<file path="src/rtl/trng_pkg.sv">
// trng_pkg
// Shared types and default sizes for the TRNG measurement blocks.
// Contents:
//   pm_state_t  - period_meter FSM states (IDLE, ARM, MEASURE, DONE)
//   PM_CNT_W    - default width of the per-half-period cycle counter
//   PM_LOG2_HP  - default log2 of the number of half-periods summed per measurement
package trng_pkg;

  typedef enum logic [1:0] {
    IDLE    = 2'd0,
    ARM     = 2'd1,
    MEASURE = 2'd2,
    DONE    = 2'd3
  } pm_state_t;

  localparam int PM_CNT_W   = 16;
  localparam int PM_LOG2_HP = 3;

endpackage

</file>
<file path="src/rtl/sync_edge_det.sv">
// sync_edge_det
// Brings an asynchronous level into the clock domain via a 2-FF synchroniser, then
// flags either polarity of transition by comparing with a third, delayed copy.
// A change on d_i appears on edge_o two clocks later and is registered by the
// consumer on the third clock.
// Ports:
//   clk_i   in   1  system clock, rising edge
//   rst_ni  in   1  asynchronous, active-low reset
//   d_i     in   1  asynchronous input level
//   edge_o  out  1  one-cycle pulse on any synchronised transition of d_i
module sync_edge_det (
  input  logic clk_i,
  input  logic rst_ni,
  input  logic d_i,
  output logic edge_o
);

  logic s1_q;
  logic s2_q;
  logic s3_q;

  // s1/s2 form the metastability synchroniser; s3 is only a delay for edge detection.
  always_ff @(posedge clk_i or negedge rst_ni) begin
    if (!rst_ni) begin
      s1_q <= 1'b0;
      s2_q <= 1'b0;
      s3_q <= 1'b0;
    end else begin
      s1_q <= d_i;
      s2_q <= s1_q;
      s3_q <= s2_q;
    end
  end

  assign edge_o = s2_q ^ s3_q;

endmodule

</file>
<file path="src/rtl/period_meter.sv">
// period_meter
// Measures the toggle rate of a slow square wave against clk by summing NUM_HP
// consecutive half-periods, expressed in clk cycles. The first edge after start only
// sets the timing reference. A half-period that reaches the counter limit without an
// edge aborts the measurement with overflow set and the partial sum held.
// Optional feature (macro PERIOD_METER_MINMAX_EN): min_hp/max_hp ports report the
// shortest and longest half-period of the measurement for jitter statistics.
// Parameters:
//   CNT_W    per-half-period counter width
//   LOG2_HP  NUM_HP = 2**LOG2_HP half-periods per measurement
//   SUM_W    derived result width, CNT_W + LOG2_HP
// Ports:
//   clk       in   1      system clock, rising edge
//   rst_n     in   1      asynchronous, active-low reset
//   sig_in    in   1      asynchronous square wave under measurement
//   start     in   1      one-cycle request to begin a measurement
//   ack       in   1      consumer has taken the result
//   busy      out  1      high in ARM and MEASURE
//   valid     out  1      result held stable while high
//   sum       out  SUM_W  sum of NUM_HP half-periods in clk cycles
//   overflow  out  1      measurement aborted by timeout, qualified by valid
//   min_hp    out  CNT_W  (MINMAX only) shortest half-period seen
//   max_hp    out  CNT_W  (MINMAX only) longest half-period seen
module period_meter
  import trng_pkg::*;
#(
  parameter  int CNT_W   = PM_CNT_W,
  parameter  int LOG2_HP = PM_LOG2_HP,
  localparam int SUM_W   = CNT_W + LOG2_HP
) (
  input  logic             clk,
  input  logic             rst_n,
  input  logic             sig_in,
  input  logic             start,
  input  logic             ack,
  output logic             busy,
  output logic             valid,
  output logic [SUM_W-1:0] sum,
  output logic             overflow
`ifdef PERIOD_METER_MINMAX_EN
  ,
  output logic [CNT_W-1:0] min_hp,
  output logic [CNT_W-1:0] max_hp
`endif
);

  localparam logic [CNT_W-1:0]   HP_MAX    = '1;
  localparam logic [LOG2_HP-1:0] LAST_EDGE = '1;

  pm_state_t          state_q, state_d;
  logic [CNT_W-1:0]   hpCnt_q, hpCnt_d;
  logic [SUM_W-1:0]   sum_q, sum_d;
  logic [LOG2_HP-1:0] edgeCnt_q, edgeCnt_d;
  logic               overflow_q, overflow_d;

  logic               edgeDet;
  logic               clearRun;
  logic               hpClosed;
  logic [SUM_W-1:0]   hpLen;

  sync_edge_det uSync (
    .clk_i  (clk),
    .rst_ni (rst_n),
    .d_i    (sig_in),
    .edge_o (edgeDet)
  );

  // Length of the half-period that closes on this cycle's edge, widened so it cannot wrap.
  assign hpLen = SUM_W'(hpCnt_q) + SUM_W'(1);

  // State, counter, accumulator and overflow registers.
  always_ff @(posedge clk or negedge rst_n) begin
    if (!rst_n) begin
      state_q    <= IDLE;
      hpCnt_q    <= '0;
      sum_q      <= '0;
      edgeCnt_q  <= '0;
      overflow_q <= 1'b0;
    end else begin
      state_q    <= state_d;
      hpCnt_q    <= hpCnt_d;
      sum_q      <= sum_d;
      edgeCnt_q  <= edgeCnt_d;
      overflow_q <= overflow_d;
    end
  end

  // Next-state logic. An edge always takes priority over the timeout check, so a
  // half-period of exactly 2**CNT_W cycles is still counted.
  always_comb begin
    state_d    = state_q;
    hpCnt_d    = hpCnt_q;
    sum_d      = sum_q;
    edgeCnt_d  = edgeCnt_q;
    overflow_d = overflow_q;
    clearRun   = 1'b0;
    hpClosed   = 1'b0;

    case (state_q)
      IDLE: begin
        if (start) begin
          state_d  = ARM;
          clearRun = 1'b1;
        end
      end

      ARM: begin
        if (edgeDet) begin
          hpCnt_d = '0;
          state_d = MEASURE;
        end else if (hpCnt_q == HP_MAX) begin
          state_d    = DONE;
          overflow_d = 1'b1;
        end else begin
          hpCnt_d = hpCnt_q + CNT_W'(1);
        end
      end

      MEASURE: begin
        if (edgeDet) begin
          hpClosed  = 1'b1;
          sum_d     = sum_q + hpLen;
          hpCnt_d   = '0;
          edgeCnt_d = edgeCnt_q + LOG2_HP'(1);
          if (edgeCnt_q == LAST_EDGE) begin
            state_d = DONE;
          end
        end else if (hpCnt_q == HP_MAX) begin
          state_d    = DONE;
          overflow_d = 1'b1;
        end else begin
          hpCnt_d = hpCnt_q + CNT_W'(1);
        end
      end

      DONE: begin
        if (start) begin
          state_d  = ARM;
          clearRun = 1'b1;
        end else if (ack) begin
          state_d = IDLE;
        end
      end

      default: begin
        state_d = IDLE;
      end
    endcase

    if (clearRun) begin
      hpCnt_d    = '0;
      sum_d      = '0;
      edgeCnt_d  = '0;
      overflow_d = 1'b0;
    end
  end

  assign busy     = (state_q == ARM) || (state_q == MEASURE);
  assign valid    = (state_q == DONE);
  assign sum      = sum_q;
  assign overflow = overflow_q;

`ifdef PERIOD_METER_MINMAX_EN
  logic [CNT_W-1:0] minHp_q, minHp_d;
  logic [CNT_W-1:0] maxHp_q, maxHp_d;
  logic [CNT_W-1:0] hpLenSat;

  // A full 2**CNT_W half-period does not fit CNT_W bits, so it saturates to all ones.
  assign hpLenSat = (hpCnt_q == HP_MAX) ? HP_MAX : (hpCnt_q + CNT_W'(1));

  // Min/max statistics registers.
  always_ff @(posedge clk or negedge rst_n) begin
    if (!rst_n) begin
      minHp_q <= '1;
      maxHp_q <= '0;
    end else begin
      minHp_q <= minHp_d;
      maxHp_q <= maxHp_d;
    end
  end

  // Restart on entry to ARM, fold in each closed half-period during MEASURE.
  always_comb begin
    minHp_d = minHp_q;
    maxHp_d = maxHp_q;
    if (clearRun) begin
      minHp_d = '1;
      maxHp_d = '0;
    end else if (hpClosed) begin
      if (hpLenSat < minHp_q) minHp_d = hpLenSat;
      if (hpLenSat > maxHp_q) maxHp_d = hpLenSat;
    end
  end

  assign min_hp = minHp_q;
  assign max_hp = maxHp_q;
`endif

endmodule

</file>
<file path="config.mk">
export PLATFORM = sky130hd
export DESIGN_NAME = period_meter
export DESIGN_NICKNAME = d
export VERILOG_FILES = /design/src/rtl/trng_pkg.sv /design/src/rtl/sync_edge_det.sv /design/src/rtl/period_meter.sv
export SDC_FILE = /design/constraint.sdc
export NUM_CORES = 1
export LEC_CHECK = 0
export BUFFER_PORTS_ARGS = -buffer_cell sky130_fd_sc_hd__buf_2
export CORE_AREA = 5 5 105 78
export DETAILED_ROUTE_END_ITERATION = 10
export DIE_AREA = 0 0 110 83
export GPL_ROUTABILITY_DRIVEN = 0
export PLACE_DENSITY = 0.6
export SYNTH_ARGS = -nofsm -noshare
export SYNTH_HDL_FRONTEND = slang
export SYNTH_SLANG_ARGS = --single-unit
</file>
<file path="constraint.sdc">
create_clock -name clk -period 3.4 [get_ports clk]
set_clock_uncertainty 0.15 [all_clocks]
set_input_delay 0.17 -clock clk [delete_from_list [all_inputs] [get_ports clk]]
set_output_delay 0.17 -clock clk [all_outputs]
set_load 0.03 [all_outputs]
</file>
# Word level (Yosys, flattened, before mapping)
# Cells that the tools add are included.
# Widths: inputs -> output; s select.
[op_classes]
eq_ne = 10
muxes = 24
bitwise = 1
reduce_logical = 12
n_addsub = 4
[ops]
columns = ["op", "n"]
rows = [
  ["$mux 16", 4],
  ["$mux 19", 3],
  ["$add 19x17->19", 1],
  ["$add 16x1->17 const B", 1],
  ["$add 16x1->16 const B", 1],
  ["$eq 16x16->1 const B", 1],
  ["$mux 2", 7],
  ["$mux 3", 3],
  ["$ne 3x3->1 const B", 3],
  ["$pmux 2 s4", 1],
  ["$reduce_bool 2->1", 4],
  ["$mux 1", 6],
  ["$reduce_and 3->1", 2],
  ["$eq 2x2->1 const B", 2],
  ["$reduce_and 2->1", 2],
  ["$reduce_or 2->1", 2],
  ["$add 3x1->3 const B", 1],
  ["$eq 3x3->1 const B", 1],
  ["$eq 2x1->1 const B", 1],
  ["$logic_not 2->1", 1],
  ["$ne 2x1->1 const B", 1],
  ["$ne 2x2->1 const B", 1],
  ["$logic_or 1x1->1", 1],
  ["$xor 1x1->1", 1],
]
[word_totals]
out_inout_bits = 22
reg_bits = 44
inputBits = 5
wordCells = 59

# Depth between registers and ports, before layout
[logic_depth]
depth_word = 5
depth_mapped = 9
depth_no_buf = 9

# By module
# A second synthesis with hierarchy kept.
[hier_totals]
hier_cells = 347
area_unflattened_um2 = 3044.2
[modules_own_cells]
columns = ["mod", "seq_area_each_um2", "n_inst", "area_per_inst_um2", "cells_per_inst"]
rows = [
  ["period_meter", 1026.0, 1, 2960.3, 343],
  ["sync_edge_det", 75.1, 1, 83.8, 4],
]

# Worst setup path before layout
# Ideal clock, no wire load.
[synth_path]
kind = "reg-to-reg"
from = "register sum_q[0], in the netlist sum[0]"
to = "register sum_q[16], in the netlist sum[16]"
path_buffers = 0
t_arrival_ns = 2.331
period_less_slack_ns = 2.558
path_stages_with_launch = 10
required_ns = 3.174
setup_time_ns = 0.076
slack_ns = 0.842
path_cell_list = "dfrtp_1 > inv_1 > ha_1 > fa_1 > nor2b_4 > o31a_1 > o2111a_1 > o2111ai_1 > a2111o_1 > o21ai_1"
[synth_between]
elab_chain_len = 4
[synth_lines]
columns = ["item", "line_no", "rtl"]
rows = [
  ["from (decl)", "period_meter.sv:52", "logic [SUM_W-1:0] sum_q, sum_d;"],
  ["from (signal assigned)", "period_meter.sv:82", "sum_q <= sum_d;"],
  ["$add 19x17->19", "period_meter.sv:122", "sum_d = sum_q + hpLen;"],
  ["$mux 19", "period_meter.sv:120", "if (edgeDet) begin"],
  ["$mux 19", "period_meter.sv:99", "case (state_q)"],
  ["$mux 19", "period_meter.sv:150", "if (clearRun) begin"],
]
# No other way between the ends. The select of a mux whose other input is x is not followed.
# A chain may end at the register's enable or synchronous reset.

# Worst setup path in the final report
[layout_path]
from = "register hpCnt_q[0]"
to = "register sum_q[16], in the netlist sum[16]"
[layout_between]
elab_chain_len = 5
[layout_lines]
columns = ["item", "line_no", "rtl"]
rows = [
  ["from (decl)", "period_meter.sv:51", "logic [CNT_W-1:0] hpCnt_q, hpCnt_d;"],
  ["from (signal assigned)", "period_meter.sv:81", "hpCnt_q <= hpCnt_d;"],
  ["$add 16x1->17", "period_meter.sv:69", "assign hpLen = SUM_W'(hpCnt_q) + SUM_W'(1);"],
  ["$add 19x17->19", "period_meter.sv:122", ""],
  ["$mux 19", "period_meter.sv:120", ""],
  ["$mux 19", "period_meter.sv:99", ""],
  ["$mux 19", "period_meter.sv:150", ""],
]
# No other way between the ends. The select of a mux whose other input is x is not followed.

==> qor.csv <==
metric,value,unit
Post-CTS Setup Bufs,0,
Placed Cells,462,
Root Buffer,clkbuf_8,
syn_area_per_cell,8.82,sq um
drc violations,0,
post-DR wirelength/cell,16.1,um
Worst EP arrival,2.69,ns
slowest CP cell,fa_1,
I/O Buffers,26,
CTS H-tree lvls,2,
largest area contributor in the netlist,dfrtp_1,
overall routing resource usage,17.7,%
status,"finished, final reports clean",
WS Path Type,reg -> reg,
core box area,7060,sq um
sequential share of the synthesized area,35.9,%
wire length on met2,3370,um
Post-DP HPWL,5600,um
crit-path max cell delay,0.43,ns
final core utilization,48.0,%
vias per inst,5.75,
endpoints failing setup,0,
final hold violation count,0,
largest net degree at the start of global routing,45,
"FF+latch count, synth",44,
Post-DRT Antenna Nets,0,
number of DRC markers in iteration 0,133,
Final Cycle Share,76.8,%
Vias,2716,
Syn Nets,379,
Worst Hold Path EP,state_q[0],
RSZ-0062 raised after global routing,false,
Fmax achieved,383,MHz
Leakage,0.00162,uW
Die X,110,um
Post-Layout Cell Count,472,
Pre-antenna DRT Iters,5,
Die ar.,9130,sq um
synthesis-to-finish area growth,10.4,%
"EDFF count, synth",0,
worst-path maximum fanout,4,
maximum VDD drop,0.000278,V
WP data required,3.48,ns
CTS buffer count,5,
final max-slew violation count,0,
hold crit path type,in -> reg,
met3 wire length,382,um
share of post-route cells with drive strength above 1,12.6,%
top-count cell post-synth,dfrtp_1,
clock-pin slew on the worst setup and hold paths,0.09,ns
Met1 Wirelength,3790,um
CP startpoint kind,flip-flop,
Mapped Area,3070,sq um
Cells after Synth,348,
synth top area cells,"dfrtp_1 (36%), ha_1 (10%), a21oi_1 (4.6%)",
WHS Path Cells,3,
Synth cell types,57,
final layout net count,404,
Synth top area share,35.9,%
post-CTS sizing,0,
initial core utilization,43.5,%
clock sinks,44,
maxcap violations,0,
share of flip-flops with an asynchronous set or reset,100,%
Worst-Margin Slew,1.00,ns
Most used DFF post-synth,dfrtp_1,
pwr dens,521,nW/um^2
vias in the first global route,2621,
insertion delay to the later sink of the worst-skew pair,0.30,ns
ant diodes,0,
cells along the critical path,inv_1 -> ha_1 -> fa_1 -> nor2b_4 -> o31a_1 -> o2111a_1 -> o2111ai_1 -> a2111o_1 -> o21ai_1,
Synth Warn #,0,
commonest cells in the netlist,"dfrtp_1 (44), nor2_1 (34), nand2_1 (33)",
die height,83,um
io pins,27,
setup_tns,0,ns
Final min period,2.61,ns
Setup crit end kind,flip-flop,
Reg-to-Reg Start,hpCnt_q[0],
Register-to-Register Setup Slack,0.79,ns
dpl ws,0.831,ns
FF-to-FF End,sum[16],
worst-case reg-to-reg path depth,9,
min-delay src,start,
Total Routed Length,7610,um
worst setup margin,0.790,ns
row count,26,
first-pass GRT wire length,13000,um
grt ovf,0,
normalized max-slew margin,33.0,%
# hold bufs at CTS,2,
CTS tree,built,
top layer in use,met4,
antenna violations before repair,0,
number of buffers on the longest clock path,2,
## placed cells by master (no fill, tap or decap), types with 3 or more instances in the layout
| cell type | n |
|---|---|
| buf_2 | 26 |
| buf_4 | 3 |
| nor2_1 | 34 |
| a21oi_1 | 28 |
| a31oi_1 | 6 |
| and2_1 | 4 |
| nor2b_1 | 3 |
| or3_1 | 5 |
| nand4_1 | 10 |
| nor3_1 | 8 |
| o31ai_1 | 4 |
| nand2_1 | 33 |
| inv_1 | 13 |
| nand3_1 | 18 |
| o21a_1 | 7 |
| xor2_1 | 8 |
| o211ai_1 | 9 |
| xnor2_1 | 3 |
| a2111o_1 | 3 |
| a21o_1 | 3 |
| clkbuf_8 | 5 |
| o21ai_1 | 9 |
| dfrtp_1 | 44 |
| a211oi_1 | 3 |
| o21ai_0 | 13 |
| ha_1 | 25 |
| o2111ai_1 | 3 |
| and3_1 | 7 |
## stage by stage
| stage | hold WS (ns) | area, sq um | power [uW] |
|---|---|---|---|
| 6_report | 0.167 | 3390 | 1770 |
| 3_3_place_gp | 0.132 | 3280 | 1430 |
| 5_1_grt | 0.215 | 3390 | 1900 |
| 4_1_cts | 0.178 | 3390 | 1780 |
| 2_1_floorplan | -0.276 | 3070 | 1240 |
| 3_5_place_dp | 0.130 | 3280 | 1440 |
## worst max-delay path: cells and delay by family, from the launching register on
kind,cells,cell delay (ns)
flip-flops,1,0.39
AND/OR/NAND/NOR,1,0.14
AO/OA/AOI/OAI,5,1.15
buffers and inverters,1,0.08
adder cells (fa/ha/maj),2,0.64
## report_power, final
group	internal, uW	leakage (uW)	switching (uW)
clock network	144	0.0000479	193
logic	237	0.000976	543
registers	587	0.000599	60.9
## logic make-up after synthesis
group                      Yosys count  share of synthesized area (%)
AOI/OAI and AO/OA                  106                           24.1
xor gates and xnor gates            12                           3.67
adders and majority gates           26                           10.8
buffers and inverters               27                           3.83
DFF                                 44                           35.9
muxes                                1                          0.326
and+or+nand+nor                    132                           21.4
## registers in the layout (all words and copies together) (netlist names)
register    flops
edgeCnt_q       3
hpCnt_q        16
overflow        1
state_q         2
sum            19
uSync.s1_q      1
uSync.s2_q      1
uSync.s3_q      1
## final cells by class
type,count,area (sq um)
tap,98,123
sequential,44,1100
inverter,14,52.6
fill,711,3670
timing repair buffer,31,173
clock buffer,5,68.8
clock inverter,3,18.8
multi-input combinational,277,1850
## layer usage
metal	vias to the layer above	GRT usage, %
met2	70	25.4
met3	8	3.57
li1	1338	-
met4	0	4.19
met1	1300	26.8
met5	-	0
## how the worst max path moves through the flow
stage                     startpoint      end  cells past startpoint
after floorplan               sum[0]  sum[16]                      9
after global placement    hpCnt_q[0]  sum[16]                      9
after detailed placement  hpCnt_q[0]  sum[18]                      9
after CTS                 hpCnt_q[0]  sum[16]                      9
after global routing      hpCnt_q[0]  sum[16]                      9
final                     hpCnt_q[0]  sum[16]                      9
No activity file was read; power rests on OpenSTA's default activity.
